`config.mk`:
```
export PLATFORM = sky130hd
export DESIGN_NAME = dsp_hazard_ctrl
export DESIGN_NICKNAME = d
export VERILOG_FILES = /design/src/rtl/dsp_hazard_ctrl_pkg.sv /design/src/rtl/dsp_hazard_src_cmp.sv /design/src/rtl/dsp_hazard_ctrl.sv
export SDC_FILE = /design/constraint.sdc
export NUM_CORES = 1
export LEC_CHECK = 0
export CAP_MARGIN = 20
export CORE_UTILIZATION = 49
export DETAILED_ROUTE_END_ITERATION = 10
export PLACE_DENSITY = 0.8
export SLEW_MARGIN = 15
export SYNTH_ARGS = -nofsm -noshare
export SYNTH_HDL_FRONTEND = slang
export SYNTH_SLANG_ARGS = --single-unit
export TNS_END_PERCENT = 10
```
`constraint.sdc`:
```
create_clock -name clk -period 2.8 [get_ports clk]
set_input_delay 0.7 -clock clk [delete_from_list [all_inputs] [get_ports clk]]
set_output_delay 0.7 -clock clk [all_outputs]
set_load 0.02 [all_outputs]
```
`src/rtl/dsp_hazard_ctrl_pkg.sv`:
```
// Shared definitions for the DSP hazard/control unit: scoreboard entry layout,
// forwarding-select encodings and branch-handling modes.
package dsp_hazard_ctrl_pkg;

    localparam int unsigned FWD_SEL_REGFILE = 0;
    localparam int unsigned FWD_SEL_EX      = 1;
    localparam int unsigned FWD_SEL_MEM     = 2;
    localparam int unsigned FWD_SEL_WB      = 3;

    // Entry layout, LSB first: is_branch, is_load, dest[W-1:0], we, valid
    localparam int unsigned SB_BRANCH_BIT = 0;
    localparam int unsigned SB_LOAD_BIT   = 1;
    localparam int unsigned SB_DEST_LSB   = 2;

    function automatic int unsigned sb_we_bit(input int unsigned addr_w);
        return SB_DEST_LSB + addr_w;
    endfunction

    function automatic int unsigned sb_valid_bit(input int unsigned addr_w);
        return SB_DEST_LSB + addr_w + 1;
    endfunction

    function automatic int unsigned sb_width(input int unsigned addr_w);
        return SB_DEST_LSB + addr_w + 2;
    endfunction

    typedef enum logic [0:0] {
        BR_STALL      = 1'b0,
        BR_PREDICT_NT = 1'b1
    } br_mode_e;

endpackage

```
`src/rtl/dsp_hazard_src_cmp.sv`:
```
// Per-source compare against the scoreboard: finds the youngest in-flight writer
// of the source register and reports whether its result is forwardable yet.
module dsp_hazard_src_cmp
    import dsp_hazard_ctrl_pkg::*;
#(
    parameter int unsigned REG_ADDR_LEN     = 5,
    parameter int unsigned PIPE_DEPTH       = 3,
    parameter int unsigned ALU_READY_STAGE  = 1,
    parameter int unsigned LOAD_READY_STAGE = 2,
    parameter int unsigned FWD_SEL_W        = 2
) (
    input  logic [REG_ADDR_LEN-1:0]            src_addr,
    input  logic                               src_used,
    input  logic [PIPE_DEPTH-1:0]              sb_wr,
    input  logic [PIPE_DEPTH*REG_ADDR_LEN-1:0] sb_dest,
    input  logic [PIPE_DEPTH-1:0]              sb_load,
    output logic                               hit,
    output logic                               ready,
    output logic [FWD_SEL_W-1:0]               k
);

    // Walk oldest to youngest so the last match (lowest stage) wins.
    always_comb begin
        hit   = 1'b0;
        ready = 1'b0;
        k     = '0;
        for (int unsigned s = PIPE_DEPTH; s >= 1; s--) begin
            if (src_used && sb_wr[s-1] &&
                sb_dest[(s-1)*REG_ADDR_LEN +: REG_ADDR_LEN] == src_addr) begin
                hit   = 1'b1;
                ready = (s >= (sb_load[s-1] ? LOAD_READY_STAGE : ALU_READY_STAGE));
                k     = FWD_SEL_W'(s);
            end
        end
    end

endmodule

```
`src/rtl/dsp_hazard_ctrl.sv`:
```
// Pipeline hazard/control unit: scoreboard of in-flight writers behind decode,
// forwarding selects, load-use interlock, branch stall/flush and stall counter.
module dsp_hazard_ctrl
    import dsp_hazard_ctrl_pkg::*;
#(
    parameter int unsigned REG_ADDR_LEN     = 5,
    parameter int unsigned NUM_SRC          = 3,
    parameter int unsigned PIPE_DEPTH       = 3,
    parameter int unsigned ALU_READY_STAGE  = 1,
    parameter int unsigned LOAD_READY_STAGE = 2,
    parameter int unsigned BR_RES_STAGE     = 2,
    parameter int unsigned BR_MODE          = 0,
    parameter int unsigned FWD_SEL_W        = 2
) (
    input  logic                            clk,
    input  logic                            rst,
    input  logic                            id_valid,
    input  logic [NUM_SRC*REG_ADDR_LEN-1:0] id_src_addr,
    input  logic [NUM_SRC-1:0]              id_src_used,
    input  logic [REG_ADDR_LEN-1:0]         id_dest,
    input  logic                            id_we,
    input  logic                            id_is_load,
    input  logic                            id_is_branch,
    input  logic                            br_resolve,
    input  logic                            br_taken,
    output logic                            stall_fetch,
    output logic                            bubble,
    output logic                            flush,
    output logic [NUM_SRC*FWD_SEL_W-1:0]    fwd_sel,
    output logic [1:0]                      br_pending,
    output logic [15:0]                     hazard_cnt
);

    localparam int unsigned SB_W     = sb_width(REG_ADDR_LEN);
    localparam int unsigned SB_VALID = sb_valid_bit(REG_ADDR_LEN);
    localparam int unsigned SB_WE    = sb_we_bit(REG_ADDR_LEN);
    localparam br_mode_e    MODE     = (BR_MODE == 0) ? BR_STALL : BR_PREDICT_NT;

    logic [PIPE_DEPTH*SB_W-1:0]         sb_q, sb_d;
    logic [PIPE_DEPTH-1:0]              sb_wr, sb_load, sb_br_unused;
    logic [PIPE_DEPTH*REG_ADDR_LEN-1:0] sb_dest;
    logic [NUM_SRC-1:0]                 src_hit, src_ready;
    logic [NUM_SRC*FWD_SEL_W-1:0]       src_k, fwd_int;
    logic [1:0]                         br_cnt;
    logic load_use, flush_int, bubble_int, issue, br_issue, br_dec, stall_int;

    always_comb begin
        sb_wr        = '0;
        sb_load      = '0;
        sb_dest      = '0;
        sb_br_unused = '0;
        for (int unsigned s = 0; s < PIPE_DEPTH; s++) begin
            sb_wr[s]   = sb_q[s*SB_W + SB_VALID] & sb_q[s*SB_W + SB_WE];
            sb_load[s] = sb_q[s*SB_W + SB_LOAD_BIT];
            sb_dest[s*REG_ADDR_LEN +: REG_ADDR_LEN] = sb_q[s*SB_W + SB_DEST_LSB +: REG_ADDR_LEN];
            // Branch flags ride along for observability; nothing consumes them.
            sb_br_unused[s] = sb_q[s*SB_W + SB_BRANCH_BIT];
        end
    end

    for (genvar i = 0; i < NUM_SRC; i++) begin : g_src
        dsp_hazard_src_cmp #(
            .REG_ADDR_LEN    (REG_ADDR_LEN),
            .PIPE_DEPTH      (PIPE_DEPTH),
            .ALU_READY_STAGE (ALU_READY_STAGE),
            .LOAD_READY_STAGE(LOAD_READY_STAGE),
            .FWD_SEL_W       (FWD_SEL_W)
        ) u_cmp (
            .src_addr(id_src_addr[i*REG_ADDR_LEN +: REG_ADDR_LEN]),
            .src_used(id_src_used[i]),
            .sb_wr   (sb_wr),
            .sb_dest (sb_dest),
            .sb_load (sb_load),
            .hit     (src_hit[i]),
            .ready   (src_ready[i]),
            .k       (src_k[i*FWD_SEL_W +: FWD_SEL_W])
        );
    end

    always_comb begin
        load_use   = id_valid & |(src_hit & ~src_ready);
        flush_int  = (MODE == BR_PREDICT_NT) & br_resolve & br_taken;
        bubble_int = load_use & ~flush_int;
        issue      = id_valid & ~bubble_int & ~flush_int;
        br_issue   = issue & id_is_branch;
        br_dec     = br_resolve & (br_cnt != '0);
        if (MODE == BR_STALL) begin
            stall_int = bubble_int | (br_cnt != '0) | br_issue;
        end else begin
            stall_int = bubble_int;
        end
        fwd_int = '0;
        for (int unsigned i = 0; i < NUM_SRC; i++) begin
            fwd_int[i*FWD_SEL_W +: FWD_SEL_W] = (src_hit[i] & src_ready[i]) ?
                src_k[i*FWD_SEL_W +: FWD_SEL_W] : FWD_SEL_W'(FWD_SEL_REGFILE);
        end
        // Outputs read as idle for the whole time reset is held, not just after the edge.
        stall_fetch = rst & stall_int;
        bubble      = rst & bubble_int;
        flush       = rst & flush_int;
        fwd_sel     = rst ? fwd_int : '0;
    end

    always_comb begin
        sb_d = '0;
        sb_d[0 +: SB_W] = issue ?
            {1'b1, id_we, id_dest, id_is_load, id_is_branch} : '0;
        for (int unsigned s = 1; s < PIPE_DEPTH; s++) begin
            sb_d[s*SB_W +: SB_W] = (flush_int && s < BR_RES_STAGE) ?
                '0 : sb_q[(s-1)*SB_W +: SB_W];
        end
    end

    always_ff @(posedge clk or negedge rst) begin
        if (!rst) begin
            sb_q       <= '0;
            br_cnt     <= '0;
            hazard_cnt <= '0;
        end else begin
            sb_q <= sb_d;
            if (bubble_int && hazard_cnt != '1) begin
                hazard_cnt <= hazard_cnt + 16'd1;
            end
            // A taken flush retires the resolving branch and squashes every younger one.
            if (flush_int) begin
                br_cnt <= '0;
            end else if (br_issue && !br_dec && br_cnt != '1) begin
                br_cnt <= br_cnt + 2'd1;
            end else if (br_dec && !br_issue) begin
                br_cnt <= br_cnt - 2'd1;
            end
        end
    end

    assign br_pending = br_cnt;

endmodule

```
[After elaboration in Yosys (flattened, before gate mapping)]
Cells that the tools add are included.
Cells by class
  add/sub/neg operators: 3
  multipliers: 0
  div/mod/pow operators: 0
  order comparisons: 3
  eq/ne operators: 11
  shifts and indexed selects: 0
  multiplexer cells: 37
  bitwise logic cells: 17
  reduce and logical (&&, ||, !) cells: 27
Operator list (number)
  $ge A2 B32 Y1 const A: 2
  $eq A5 B5 Y1: 9
  $mux W2: 17
  $ge A1 B32 Y1 const A: 1
  $logic_and A1 B1 Y1: 22
  $mux W1: 18
  $add A16 B1 Y16 const B: 1
  $ne A16 B16 Y1 const B: 1
  $and A1 B1 Y1: 12
  $mux W9: 1
  $mux W6: 1
  $reduce_bool A2 Y1: 2
  $and A3 B3 Y3: 1
  $not A3 Y3: 1
  $reduce_or A3 Y1: 1
  $add A2 B1 Y2 const B: 1
  $logic_not A1 Y1: 2
  $ne A2 B2 Y1 const B: 1
  $or A1 B1 Y1: 2
  $sub A2 B1 Y2 const B: 1
  $not A1 Y1: 1
Word-level totals
  register bits: 45
  latch bits: 0
  bits in writable memories: 0
  bits in read-only memories: 0
  input port bits: 31
  output and inout bits: 27
  word-level logic and storage cells: 101
  memories: 0

[Longest topological paths before layout]
Gate-level depths: netlist of run 1.
  depth in word-level cells: 17
  gate-level depth with buffers: 7
  depth with buffers taken out: 6

[Cells and area by module]
Synthesis of run 1 repeated with hierarchy kept, for this count alone.
Unflattened totals
  cell total of the unflattened synthesis: 229
  area, all modules: 2469.9 um2
Modules (own cells, without submodules)
  dsp_hazard_ctrl: times used 1, cells each 142, area each 1771.7 um2, seq. area each 1051.0 um2
  dsp_hazard_src_cmp: times used 3, cells each 29, area each 232.7 um2, seq. area each 0.0 um2

[Worst setup path after synthesis of run 1]
Ideal clock, no wire load.
  path type: input-to-output
  start point: in id_src_addr[4]
  end point: out stall_fetch
  arrival: 2.047 ns
  required time: 2.100 ns
  setup slack: 0.053 ns
  cell stages on the path: 6
  buffers on the path: 0
  path through: xor2_1 > nor4_2 > and4_4 > o31a_4 > o21ai_1 > a31oi_1
On the way
  longest elaborated chain between the ends: 14
  elaborated cells on any way between the ends: 22
  classes of those cells: eq/ne: 3; mux: 6; bitwise: 9; reduce/logical: 4
RTL lines
  from (decl): RTL line dsp_hazard_ctrl.sv:18  | input logic [NUM_SRC*REG_ADDR_LEN-1:0] id_src_addr,
  $eq A5 B5 Y1: RTL line dsp_hazard_src_cmp.sv:29  | sb_dest[(s-1)*REG_ADDR_LEN +: REG_ADDR_LEN] == src_addr) begin
  $logic_and A1 B1 Y1: RTL line dsp_hazard_src_cmp.sv:28  | if (src_used && sb_wr[s-1] &&
  $mux W1 (3 in series): RTL line dsp_hazard_src_cmp.sv:28
  $not A3 Y3: RTL line dsp_hazard_ctrl.sv:81  | load_use = id_valid & |(src_hit & ~src_ready);
  $and A3 B3 Y3 (*): RTL line dsp_hazard_ctrl.sv:81
  $reduce_or A3 Y1 (*): RTL line dsp_hazard_ctrl.sv:81
  $and A1 B1 Y1 (*): RTL line dsp_hazard_ctrl.sv:81
  $not A1 Y1: RTL line dsp_hazard_ctrl.sv:84  | issue = id_valid & ~bubble_int & ~flush_int;
  $and A1 B1 Y1: RTL line dsp_hazard_ctrl.sv:84
  $and A1 B1 Y1: RTL line dsp_hazard_ctrl.sv:85  | br_issue = issue & id_is_branch;
  $or A1 B1 Y1 (*): RTL line dsp_hazard_ctrl.sv:88  | stall_int = bubble_int | (br_cnt != '0) | br_issue;
  $and A1 B1 Y1 (*): RTL line dsp_hazard_ctrl.sv:98  | stall_fetch = rst & stall_int;
  to (decl): RTL line dsp_hazard_ctrl.sv:26  | output logic stall_fetch,
Mark *: on every way between the ends. The rest lies on a longest branch, timed or not.

[Final worst setup path of run 1]
  start point: in id_src_addr[10]
  end point: out fwd_sel[4]
On the way
  longest elaborated chain between the ends: 8
  elaborated cells on any way between the ends: 18
  classes of those cells: eq/ne: 3; mux: 11; bitwise: 1; reduce/logical: 3
RTL lines
  $eq A5 B5 Y1: RTL line dsp_hazard_src_cmp.sv:29
  $logic_and A1 B1 Y1: RTL line dsp_hazard_src_cmp.sv:28
  $mux W1 (3 in series): RTL line dsp_hazard_src_cmp.sv:28
  $and A1 B1 Y1: RTL line dsp_hazard_ctrl.sv:94  | fwd_int[i*FWD_SEL_W +: FWD_SEL_W] = (src_hit[i] & src_ready[i]) ?
  $mux W2 (*): RTL line dsp_hazard_ctrl.sv:94
  $mux W6 (*): RTL line dsp_hazard_ctrl.sv:101  | fwd_sel = rst ? fwd_int : '0;
  to (decl): RTL line dsp_hazard_ctrl.sv:29  | output logic [NUM_SRC*FWD_SEL_W-1:0] fwd_sel,
Marked as above.

==> results, run 1 <==
- Counting every net in the synthesized netlist gives around 240.
- The worst-case vdd ir drop is between 0.3 and 0.4 mV.
- In this run the power density over the cells is between 400 and 500 nW/um2.
- After synthesis the cells add up to 2240 um2.
- The endpoint of the worst setup timing path is fwd_sel[4].
- The height of the die is around 70 um.
- The share of total power dissipated in sequential elements is 0.495.
- The worst hold slack across all endpoints is 0.373 ns.
- For the worst setup path, the data required time is approximately 2.1 ns.
- At the end of routability-driven placement, the weighted congestion stood at between 0.8 and 0.9.
- In the final layout, the share of cells above drive strength 1 is 0.287.
- Summed over all layers, the routed wires come to about 5100 um.
- In this run the standard cell core region covers around 4400 um2.
- The count of antenna-violating nets left after detailed routing is 0.
- In this run the worst hold path is classified as register to register.
- The combined global-route utilization of all metal layers is 0.230.
- The DRC violation count after routing is 0.
- The area of the multi-input gates is 1260 um2.
- Tracing the worst setup path back leads to its startpoint at id_src_addr[10].
- Detailed routing inserted a total of around 1800 vias.
- The layout has 350 filler cells.
- The H-tree generated during clock tree synthesis spans 2 levels.
- The average cell area after synthesis is approximately 11 um2.
- The largest stage delay on the critical path is 0.30 ns.
- At the pin with the least slew margin, the transition time is 0.737 ns.
- Setup repair after global routing could not meet its margin everywhere.
- STA classifies the critical path endpoint as an output pin.
- Timing would allow up to 0.351 GHz.
- For this run the aggregate overflow at the end of global routing stands at 0.
- The remaining max-slew budget at the tightest pin is 0.509.
- The root buffer cell is sky130_fd_sc_hd__clkbuf_8.
- The logic depth of the worst register-to-register path is 9.
- The post-DP HPWL is 4020 um.
- The pin count of the biggest net entering global routing is 18.
- Yosys mapped a number of flops with a built-in enable equal to 0.
- After global routing, the most crowded layer is met2.
- The cell at the slowest stage of the critical path is sky130_fd_sc_hd__nor4_2.
- The number of global-route vias before repair was between 1500 and 2000.
- The internal power of the cells totals around 950 uW.
- The met1 track utilization from global routing is 0.309.
- The number of synthesis warnings is 0.
- The final count of negative-setup-slack endpoints is 2.
- For this design the static power due to leakage is between 1 and 1.5 nW.
- The share of total power in combinational logic is 0.210.
- Between clock sinks in the finished design, the worst skew comes to between 0.006 and 0.007 ns.
- Across the run, the number of max-cap violations was 0.
- The TritonCTS buffer count is 5.
- The die is slightly below 70 um wide.
- In this run, the number of DRC markers left after iteration 0 of detailed routing was 120.
- In this run the most critical hold path is launched from sb_q[17].
- The met3 track utilization from global routing is 0.0465.
- Dividing the detail-routed wire length by the instance count gives approximately 15 um.
- The checks that failed: negative setup slack.
- The net switching share of the total power is 0.275.
- TritonCTS built the clock tree.
- The die covers approximately 4800 um2.
- The most used flip-flop cell after synthesis is sky130_fd_sc_hd__dfrtp_1.
- The max-slew violation count is 0.
- The time the final worst path needs with I/O delays and setup is approximately 2.8 ns.
- The initial antenna violation count was 0.
- The flow ran to the end, but the final reports show violations.
- The initial core utilization is 0.510.
- Clock-pin slew was measured on the worst setup and hold paths at around 0.07 ns.
- The share of the Yosys chip area taken by registers is 0.448.
- The number of rows created at floorplan is 24.
- The repair_antennas step left the layout with diodes totalling 0.
- The number of register bits inferred by synthesis is 40.
- The capturing point of the worst reg2reg path is hazard_cnt[2].
- The ratio of routed vias to standard cells is roughly 5.2.
- In the final design database the tool counted 327 nets.
- The critical path class is input port to output pin.
- The final worst setup slack is -0.0494 ns.
- In this run the deepest clock path goes through 2 buffers.
- In the global route stage, met2 resource usage came out at 0.379.
- The setup slack on the worst flop-to-flop path is roughly 0.47 ns.
- The wire length of the first global-routing pass is 8660 um.
- For the worst setup path, the data arrival time is ~2.2 ns.
- In this run the critical register-to-register path is launched from sb_q[5].
- Summed over all nets, the switching power comes to 360 uW.
- Walking the worst path, the cells encountered are buf_2 > xor2_1 > nor4_2 > nand4_1 > nand2b_1 > mux2_4 > nor2_4 > buf_6.
- The startpoint kind of the worst setup timing path is an input port.
- The area added between synthesis and finish is 41.5%.
- The peak fanout along the critical path is 3.
- The clock net in this run drives a total of 40 sinks.
- Clock latency on the worst-skew pair, taken at its later pin, is between 0.2 and 0.3 ns.
- The distinct cell type count after synthesis is 40.
- The total design power is 1.31 mW.
- For this run, the detailed router's first-pass iteration total came to 4.
- For this run, asynchronously set or reset flops after synthesis account for 1.00.
- The gate count of the mapped netlist is between 200 and 250.
- The number of failing hold endpoints at the final stage is 0.
- The number of port buffers is 55.
- The final critical-path share of the clock period is 1.02.
- The power share of the clock group is 0.295.
- In the final layout, flip-flops and latches occupy 1000 um2.
- The top-level I/O count is between 50 and 60.
timing repair:
action                                  in CTS  in global routing
setup buffers                                1                  1
pin swaps                                   20                  7
hold buffers                                 0                  0
resized for setup                          103                 10
endpoints found under the setup margin       8                  8
worst max-delay path, delay by kind of cell:
kind	cells	cell delay [ns]
XOR/XNOR	1	0.14
buffers and inverters	2	0.25
AND/OR/NAND/NOR	4	0.77
multiplexers	1	0.28
metal layers:
layer  vias up  part of all wire
li1        887                 -
met1       893              0.44
met2        41              0.51
met3         4             0.045
met4         0            0.0051
met5         -                 0
layout make-up:
cell class | count | area share
timing repair buffer | 85 | 0.225
clock inverter | 1 | 0.00237
multi-input combinational | 155 | 0.398
sequential | 40 | 0.316
inverter | 8 | 0.00949
clock buffer | 7 | 0.0273
tap | 52 | 0.0206
worst min path at each step:
stage,end,slack (ns),cells after the start
finish,sb_q[26],0.37,0
global placement,sb_q[26],0.35,0
global route,sb_q[26],0.39,2
detailed placement,sb_q[25],0.35,0
CTS,sb_q[25],0.37,0
floorplan,sb_q[16],0.35,0
placed cells by master, fill, tap and decap left out, types with 2 or more instances in the layout:
| master | n |
|---|---|
| sky130_fd_sc_hd__nor2_1 | 6 |
| sky130_fd_sc_hd__nor2_4 | 2 |
| sky130_fd_sc_hd__o21a_1 | 2 |
| sky130_fd_sc_hd__xnor2_1 | 16 |
| sky130_fd_sc_hd__xor2_1 | 42 |
| sky130_fd_sc_hd__nand2b_1 | 2 |
| sky130_fd_sc_hd__and4_4 | 2 |
| sky130_fd_sc_hd__clkdlybuf4s50_1 | 31 |
| sky130_fd_sc_hd__clkdlybuf4s15_1 | 2 |
| sky130_fd_sc_hd__nor3_1 | 4 |
| sky130_fd_sc_hd__a211oi_2 | 3 |
| sky130_fd_sc_hd__nand2_1 | 14 |
| sky130_fd_sc_hd__clkbuf_2 | 2 |
| sky130_fd_sc_hd__nor4_2 | 8 |
| sky130_fd_sc_hd__buf_2 | 9 |
| sky130_fd_sc_hd__nand4_1 | 9 |
| sky130_fd_sc_hd__and2_1 | 10 |
| sky130_fd_sc_hd__and2_0 | 2 |
| sky130_fd_sc_hd__nand3_1 | 3 |
| sky130_fd_sc_hd__clkbuf_8 | 6 |
| sky130_fd_sc_hd__inv_1 | 8 |
| sky130_fd_sc_hd__buf_6 | 4 |
| sky130_fd_sc_hd__nor4_1 | 3 |
| sky130_fd_sc_hd__nor3_2 | 4 |
| sky130_fd_sc_hd__buf_4 | 35 |
| sky130_fd_sc_hd__dfrtp_1 | 40 |
synth_stat cells, types with 3 or more instances:
cell type / count / area (um2)
sky130_fd_sc_hd__xor2_1: 43 / 377
sky130_fd_sc_hd__nor3_2: 4 / 40.0
sky130_fd_sc_hd__dfrtp_1: 40 / 1000
sky130_fd_sc_hd__and2_1: 10 / 62.6
sky130_fd_sc_hd__xnor2_1: 17 / 149
sky130_fd_sc_hd__nor2_1: 8 / 30.0
sky130_fd_sc_hd__nor4_1: 7 / 43.8
sky130_fd_sc_hd__inv_1: 8 / 30.0
sky130_fd_sc_hd__nand2_1: 14 / 52.6
sky130_fd_sc_hd__a211oi_1: 4 / 30.0
sky130_fd_sc_hd__nor3_1: 4 / 20.0
sky130_fd_sc_hd__nor4_2: 4 / 50.1
sky130_fd_sc_hd__nand4_1: 9 / 56.3
sky130_fd_sc_hd__nand3_1: 3 / 15.0
stage by stage:
stage / cells / cell area [um2] / setup TNS, ns / util / setup WS [ns]
finish: 348 / 3160 / -0.0943 / 0.721 / -0.0494
global route: 348 / 3160 / -0.183 / 0.721 / -0.0833
CTS: 347 / 3130 / -0.00545 / 0.715 / -0.00545
floorplan: 205 / 2240 / 0 / - / 0.0534
global placement: 338 / 3040 / -7.98 / 0.693 / -0.907
detailed placement: 338 / 3040 / -8.63 / 0.693 / -0.898
power by group through the flow:
| stage | Sequential (mW) | Combinational, mW | Clock [mW] |
|---|---|---|---|
| final | 0.648 | 0.276 | 0.387 |
| after detailed placement | 0.658 | 0.276 | 0 |
| after global routing | 0.654 | 0.299 | 0.424 |
| after global placement | 0.657 | 0.270 | 0 |
| after CTS | 0.647 | 0.274 | 0.398 |
| after floorplan | 0.669 | 0.109 | 0 |
cells by family after synthesis:
family | synth area share
adder cells (fa/ha/maj) | 0.00560
buffers and inverters | 0.0218
multiplexers | 0.0101
other | 0.00168
AO/OA/AOI/OAI | 0.0632
flip-flops | 0.448
AND/OR/NAND/NOR | 0.215
XOR/XNOR | 0.235
sequential cells by signal (all words and copies together) (netlist names):
signal      flops
sb_q           22
hazard_cnt     16
br_pending      2
(Power assumes the default switching activity.)
==> inputs of run 2 (changes only) <==
PLACE_DENSITY = 0.84   (was 0.8)
==> results, run 2 (same netlist as run 1, synthesis figures left out) <==
- The run finished, with violations left.
- The checks that failed: negative setup slack.
- The leakage power is 1.53 nW (+5.7%).
- The count of routing violations after the opening detailed-route iteration is 194 (+62%).
- The DRC violation count after routing came to 0 (unchanged).
- The number of failing hold endpoints at the final stage was 0 (unchanged).
- The final critical-path share of the clock period is 1.01 (-0.00582).
- From synthesis to final layout, the design area changed by 49.4%.
- The area of the multi-input gates is 1330 um2 (+5.5%).
- The most frequent standard cell in the layout excluding fill and tap cells is sky130_fd_sc_hd__buf_4.
- The pin count of the biggest net entering global routing was 23 (+5).
- The number of flip-flops in the largest register is 22 (unchanged).
- The max-slew violation count is 0 (unchanged).
- The largest stage delay on the critical path is 0.28 ns (-0.02 ns).
- The power density over cell area is 427 nW/um2 (+3.0%).
- The time the final worst path needs with I/O delays and setup is 2.83 ns (-0.0163 ns).
- The signal on the critical path passes through buf_8 > buf_4 > xor2_2 > nor4_2 > nand4_1 > nand2b_4 > mux2_4 > nor2_4 > buf_6.
- Setup repair after global routing could not meet its margin everywhere.
- The count of nets after finishing was 333 (+1.8%).
- The number of global-route vias before repair is 1994 (+8.7%).
- The maximum clock insertion buffer count is 2 (unchanged).
- The TritonCTS buffer count was 5 (unchanged).
- The die width is 69.6 um (unchanged).
- The data required time of the critical path is 2.10 ns (about the same).
- The ratio of routed vias to standard cells is 5.65 (+7.7%).
- The register area is 1000 um2 (+0.37%).
- The setup slack on the worst flop-to-flop path came to 0.29 ns (-0.18 ns).
- The worst register-to-register path begins at sb_q[4].
- The overall die area is 4840 um2 (unchanged).
- The register ranked first by flip-flop count is sb_q.
- The number of hold-repair buffers added at the cts stage was 0 (unchanged).
- The final count of negative-setup-slack endpoints is 5 (+3).
- The remaining max-slew budget at the tightest pin came to 0.448 (-0.0612).
- The final worst setup slack is -0.0331 ns (+0.0163 ns).
- The length of the first detailed-routing pass in iterations is 4 (unchanged).
- The area inside the core boundary was 4380 um2 (unchanged).
- The overflow left after global routing is 0 (unchanged).
- The buffers plus inverters on the worst setup path is 3 (+1).
- The count of antenna-violating nets left after detailed routing is 0 (unchanged).
- The peak fanout along the critical path is 3 (unchanged).
- The total number of vias is 2000 (+9.6%).
- The top-level I/O count came to 58 (unchanged).
- The root buffer cell is sky130_fd_sc_hd__clkbuf_8.
- The clock-pin slew reported for the worst setup and hold paths after clock tree synthesis was 0.08 ns (about the same).
- The worst-margin pin slew is 0.829 ns (+0.0918 ns).
- The worst setup path is launched from an input port.
- The fraction of layout cells with a size suffix above 1 was 0.341 (+0.0539).
- The fill cell instance count of the final layout is 291 (-17%).
- The logic depth of the worst register-to-register path is 7 (-2).
- The number of stages on the worst hold path was 0 (unchanged).
- The worst-case vdd ir drop was 0.349 mV (-1.3%).
- The kind of cell with the highest combined delay along the critical path is simple AND/OR/NAND/NOR gates.
- The critical path is of the input port to output pin type.
- The number of port buffers came to 55 (unchanged).
- The total design power is 1.43 mW (+8.8%).
- The post-layout instance count excluding filler cells was 354 (+1.7%).
- The number of rows created at floorplan is 24 (unchanged).
- The aggregate routed wire length is 6480 um (+26%).
- The combined global-route utilization of all metal layers came to 0.259 (+0.0290).
- The number of levels the H-tree was split into was 2 (unchanged).
- The height of the die is 69.6 um (unchanged).
- The count of max-cap constraint violations came to 0 (unchanged).
- The final estimated routing congestion in global placement is 0.863 (+4.3%).
- The critical path arrival came to 2.13 ns (-0.02 ns).
- The wire length of the first global-routing pass is 9650 um (+11%).
- The worst setup path is captured at an output pin.
- The initial antenna violation count is 0 (unchanged).
- The post-DP HPWL came to 4270 um (+6.1%).
- The fmax is 0.353 GHz (+0.57%).
- The path with the worst hold slack has its endpoint at sb_q[25].
- In this run the most critical hold path is launched from sb_q[16].
- The class of the tightest hold or removal check is register to register.
- The final worst clock skew is 0.00396 ns (-0.00296 ns).
- The average routed wire per standard cell came to 18.3 um (+24%).
- The antenna cell count was 0 (unchanged).
- The capturing point of the worst reg2reg path is hazard_cnt[1].
- The clock sink total is 40 (unchanged).
- The insertion delay to the later sink of the worst-skew pair is 0.29 ns (about the same).
- Leaving out fill and tap cells, the most frequent cells in the layout are 38 x sky130_fd_sc_hd__buf_4, 37 x sky130_fd_sc_hd__xor2_1, 37 x sky130_fd_sc_hd__dfrtp_1.
- The initial core utilization is 0.510 (unchanged).
- TritonCTS built the clock tree.
- The total placed cells including tap cells came to 340 (+0.59%).
- The slowest stage of the critical path is the sky130_fd_sc_hd__nand4_1 cell.
-- run 2: cell count changes in the layout (fill, tap and decap cells not counted), sizes merged --
cell and delta:
clkbuf -3, clkinv +1, dlymetal6s2s +1, clkinvlp -1, bufinv +1, buf +9, clkdlybuf4s50 -1, dlygate4sd2 +1
clkdlybuf4s15 -2
-- run 2: layer usage --
metal  vias to the layer above  track usage  part of all wire
met5                         -            0                 0
met4                         0       0.0907             0.028
met3                        19       0.0538             0.063
met2                       109        0.429              0.51
met1                       983        0.337              0.40
li1                        889            -                 -
-- run 2: what timing repair did --
item	CTS	global route
resized for setup	109	33
setup endpoints to repair	8	8
pin swaps	22	19
setup buffers	5	1
-- run 2: worst max-delay path by stage --
stage                     from     endpoint  slack [ns]  depth (start not counted)
2_1_floorplan   id_src_addr[4]  stall_fetch        0.05                          6
3_3_place_gp   id_src_addr[13]   fwd_sel[4]       -0.87                          8
3_5_place_dp   id_src_addr[13]   fwd_sel[4]       -0.90                          8
4_1_cts         id_src_addr[4]  stall_fetch       -0.03                          8
5_1_grt        id_src_addr[11]  stall_fetch       -0.13                          8
6_report       id_src_addr[10]   fwd_sel[4]       -0.03                          9
-- run 2: report_power, final --
group / total [mW] / internal, mW / switching, mW
combinational: 0.306 / 0.154 / 0.151
sequential: 0.651 / 0.609 / 0.0417
clock: 0.469 / 0.265 / 0.205
total: 1.43 / 1.03 / 0.398
-- run 2: metrics by stage --
| step | setup TNS (ns) | area, um2 | setup slack (ns) | util | hold slack [ns] |
|---|---|---|---|---|---|
| floorplan | 0 | 2240 | 0.0534 | - | 0.346 |
| global placement | -8.29 | 3050 | -0.869 | 0.696 | 0.349 |
| detailed placement | -8.98 | 3050 | -0.900 | 0.696 | 0.355 |
| CTS | -0.0436 | 3210 | -0.0251 | 0.731 | 0.372 |
| global route | -0.586 | 3340 | -0.126 | 0.762 | 0.392 |
| finish | -0.107 | 3340 | -0.0331 | 0.762 | 0.373 |
-- run 2: final cells by class --
type,count,area share
Clock buffer,6,0.0217
Clock inverter,2,0.0105
Inverter,8,0.00899
Multi-Input combinational cell,155,0.398
Sequential cell,40,0.301
Tap cell,52,0.0195
Timing Repair Buffer,91,0.241
==> inputs of run 3 (changes only) <==
SKIP_CTS_REPAIR_TIMING = 1   (was unset)
==> results, run 3 (same netlist as run 1, synthesis figures left out) <==
- The overflow left after global routing is 0 (unchanged).
- The most frequent standard cell in the layout excluding fill and tap cells is sky130_fd_sc_hd__xor2_1.
- The worst-margin pin slew is 0.808 ns (-0.0203 ns).
- The number of port buffers is 55 (unchanged).
- The length of the first detailed-routing pass in iterations is 4 (unchanged).
- The clock-pin slew reported for the worst setup and hold paths after clock tree synthesis is 0.07 ns (about the same).
- The worst hold slack across all endpoints is 0.375 ns (+0.00138 ns).
- The worst setup path is launched from an input port.
- The endpoint class of the critical path is an output pin.
- Counting flops per register, the top entry is sb_q.
- The fraction of layout cells with a size suffix above 1 is 0.304 (-0.0374).
- The core utilization of the finished layout was 0.756 (-0.00599).
- The critical path arrival is 2.19 ns (+0.06 ns).
- The fmax is 0.346 GHz (-2.0%).
- The number of stages on the worst hold path was 0 (unchanged).
- The number of global-route vias before repair was 1904 (-4.5%).
- Setup repair after global routing could not meet its margin everywhere.
- The data required time of the critical path is 2.10 ns (about the same).
- The antenna cell count is 0 (unchanged).
- The count of nets after finishing is 334 (+0.30%).
- The height of the die is 69.6 um (unchanged).
- The aggregate routed wire length is 6280 um (-3.1%).
- The post-DP HPWL is 4270 um (unchanged).
- The sum of negative setup slack was -0.261 ns (-0.154 ns).
- The pin count of the biggest net entering global routing is 23 (unchanged).
- The worst-case vdd ir drop is 0.383 mV (+9.9%).
- Leaving out fill and tap cells, the most frequent cells in the layout are 41 x sky130_fd_sc_hd__xor2_1, 39 x sky130_fd_sc_hd__dfrtp_1, 39 x sky130_fd_sc_hd__buf_4.
- The combined global-route utilization of all metal layers came to 0.240 (-0.0186).
- The leakage power was 1.58 nW (+3.2%).
- The number of flip-flops in the largest register came to 22 (unchanged).
- The final reports fail on negative setup slack.
- The max-slew violation count was 0 (unchanged).
- The initial core utilization came to 0.510 (unchanged).
- Relative to the synthesized area, the layout overhead comes to 48.2%.
- The critical path is of the input port to output pin type.
- The average routed wire per standard cell was 17.7 um (-3.4%).
- The number of levels the H-tree was split into is 2 (unchanged).
- The count of max-cap constraint violations came to 0 (unchanged).
- The die width is 69.6 um (unchanged).
- The final worst clock skew is 0.00471 ns (+0.000747 ns).
- The number of failing hold endpoints at the final stage was 0 (unchanged).
- The count of routing violations after the opening detailed-route iteration came to 173 (-11%).
- The wire length of the first global-routing pass was 8980 um (-6.9%).
- The initial antenna violation count is 0 (unchanged).
- The clock sink total was 40 (unchanged).
- The setup slack at placement is -0.900 ns (unchanged).
- The power density over cell area is 428 nW/um2 (+0.30%).
- The top-level I/O count is 58 (unchanged).
- The area inside the core boundary came to 4380 um2 (unchanged).
- The DRC violation count after routing is 0 (unchanged).
- The peak fanout along the critical path is 2 (-1).
- The count of antenna-violating nets left after detailed routing is 0 (unchanged).
- The TritonCTS buffer count was 5 (unchanged).
- The CTS tree is yes.
- The logic depth of the worst register-to-register path is 7 (unchanged).
- The maximum clock insertion buffer count came to 2 (unchanged).
- The remaining max-slew budget at the tightest pin is 0.461 (+0.0135).
- The final count of negative-setup-slack endpoints is 6 (+1).
- The final critical-path share of the clock period is 1.03 (+0.0206).
- The tree is rooted in a sky130_fd_sc_hd__clkbuf_8.
- The final estimated routing congestion in global placement was 0.863 (unchanged).
- The ratio of routed vias to standard cells is 5.65 (about the same).
- The overall die area is 4840 um2 (unchanged).
- The number of rows created at floorplan came to 24 (unchanged).
- The insertion delay to the later sink of the worst-skew pair is 0.30 ns (about the same).
- The total number of vias was 2006 (+0.30%).
- The class of the tightest hold or removal check is register to register.
- The final worst setup slack was -0.0908 ns (-0.0576 ns).
- The time the final worst path needs with I/O delays and setup is 2.89 ns (+0.0576 ns).
- The flow ran to the end, but the final reports show violations.
run 3: cell types whose count changed in the layout (fill, tap and decap cells not counted), moves of 3 or more:
cell	delta
sky130_fd_sc_hd__buf_2	-6
sky130_fd_sc_hd__buf_6	-3
sky130_fd_sc_hd__clkbuf_2	+5
sky130_fd_sc_hd__dlymetal6s2s_1	+7
sky130_fd_sc_hd__nor4_2	+3
sky130_fd_sc_hd__xor2_1	+4
sky130_fd_sc_hd__xor2_2	-3
run 3: per-stage QoR:
stage / power (mW) / instances / instance area (um2)
2_1_floorplan: 0.778 / 205 / 2240
3_3_place_gp: 0.930 / 340 / 3050
3_5_place_dp: 0.939 / 340 / 3050
4_1_cts: 1.40 / 348 / 3160
5_1_grt: 1.47 / 355 / 3310
6_report: 1.42 / 355 / 3310
run 3: critical path, cell delays in order:
cell and delay [ns]:
sky130_fd_sc_hd__clkbuf_2 0.12, sky130_fd_sc_hd__buf_6 0.13, sky130_fd_sc_hd__xor2_1 0.14, sky130_fd_sc_hd__nor4_2 0.32, sky130_fd_sc_hd__nand4_1 0.24, sky130_fd_sc_hd__nand2_1 0.15, sky130_fd_sc_hd__o22ai_1 0.08, sky130_fd_sc_hd__and2_1 0.17
sky130_fd_sc_hd__clkbuf_2 0.15
run 3: path summary, 6_finish.rpt:
kind                                      from  slack (ns)        endpoint
worst max-delay path            id_src_addr[6]       -0.09      fwd_sel[2]
min in group asynchronous                  rst        0.43  hazard_cnt[11]
worst min register to register        sb_q[16]        0.37        sb_q[25]
worst min-delay path                  sb_q[16]        0.37        sb_q[25]
worst max register to register         sb_q[5]        0.37   hazard_cnt[1]
max in group asynchronous                  rst        2.10        sb_q[20]
run 3: layout make-up:
type | count | area (um2)
clock buffers | 6 | 72.6
clock inverters | 2 | 35.0
fillers | 280 | 1070
inverters | 8 | 30.0
multi-input cells | 155 | 1280
flip-flops and latches | 40 | 1000
well taps | 52 | 65.1
repair buffers | 92 | 827
run 3: routing by layer:
layer  up-vias  share of wire  global-route usage  wire [um]
met1       980           0.40               0.320       2530
met4         0          0.038              0.0862        239
met2        98           0.50               0.394       3130
met5         -              0                   0          0
li1        899              -                   -          -
met3        29          0.060              0.0436        374
run 3: report_power, final:
group / internal [mW] / switching, mW / total (mW)
combinational: 0.152 / 0.148 / 0.300
clock: 0.265 / 0.206 / 0.470
sequential: 0.609 / 0.0394 / 0.648
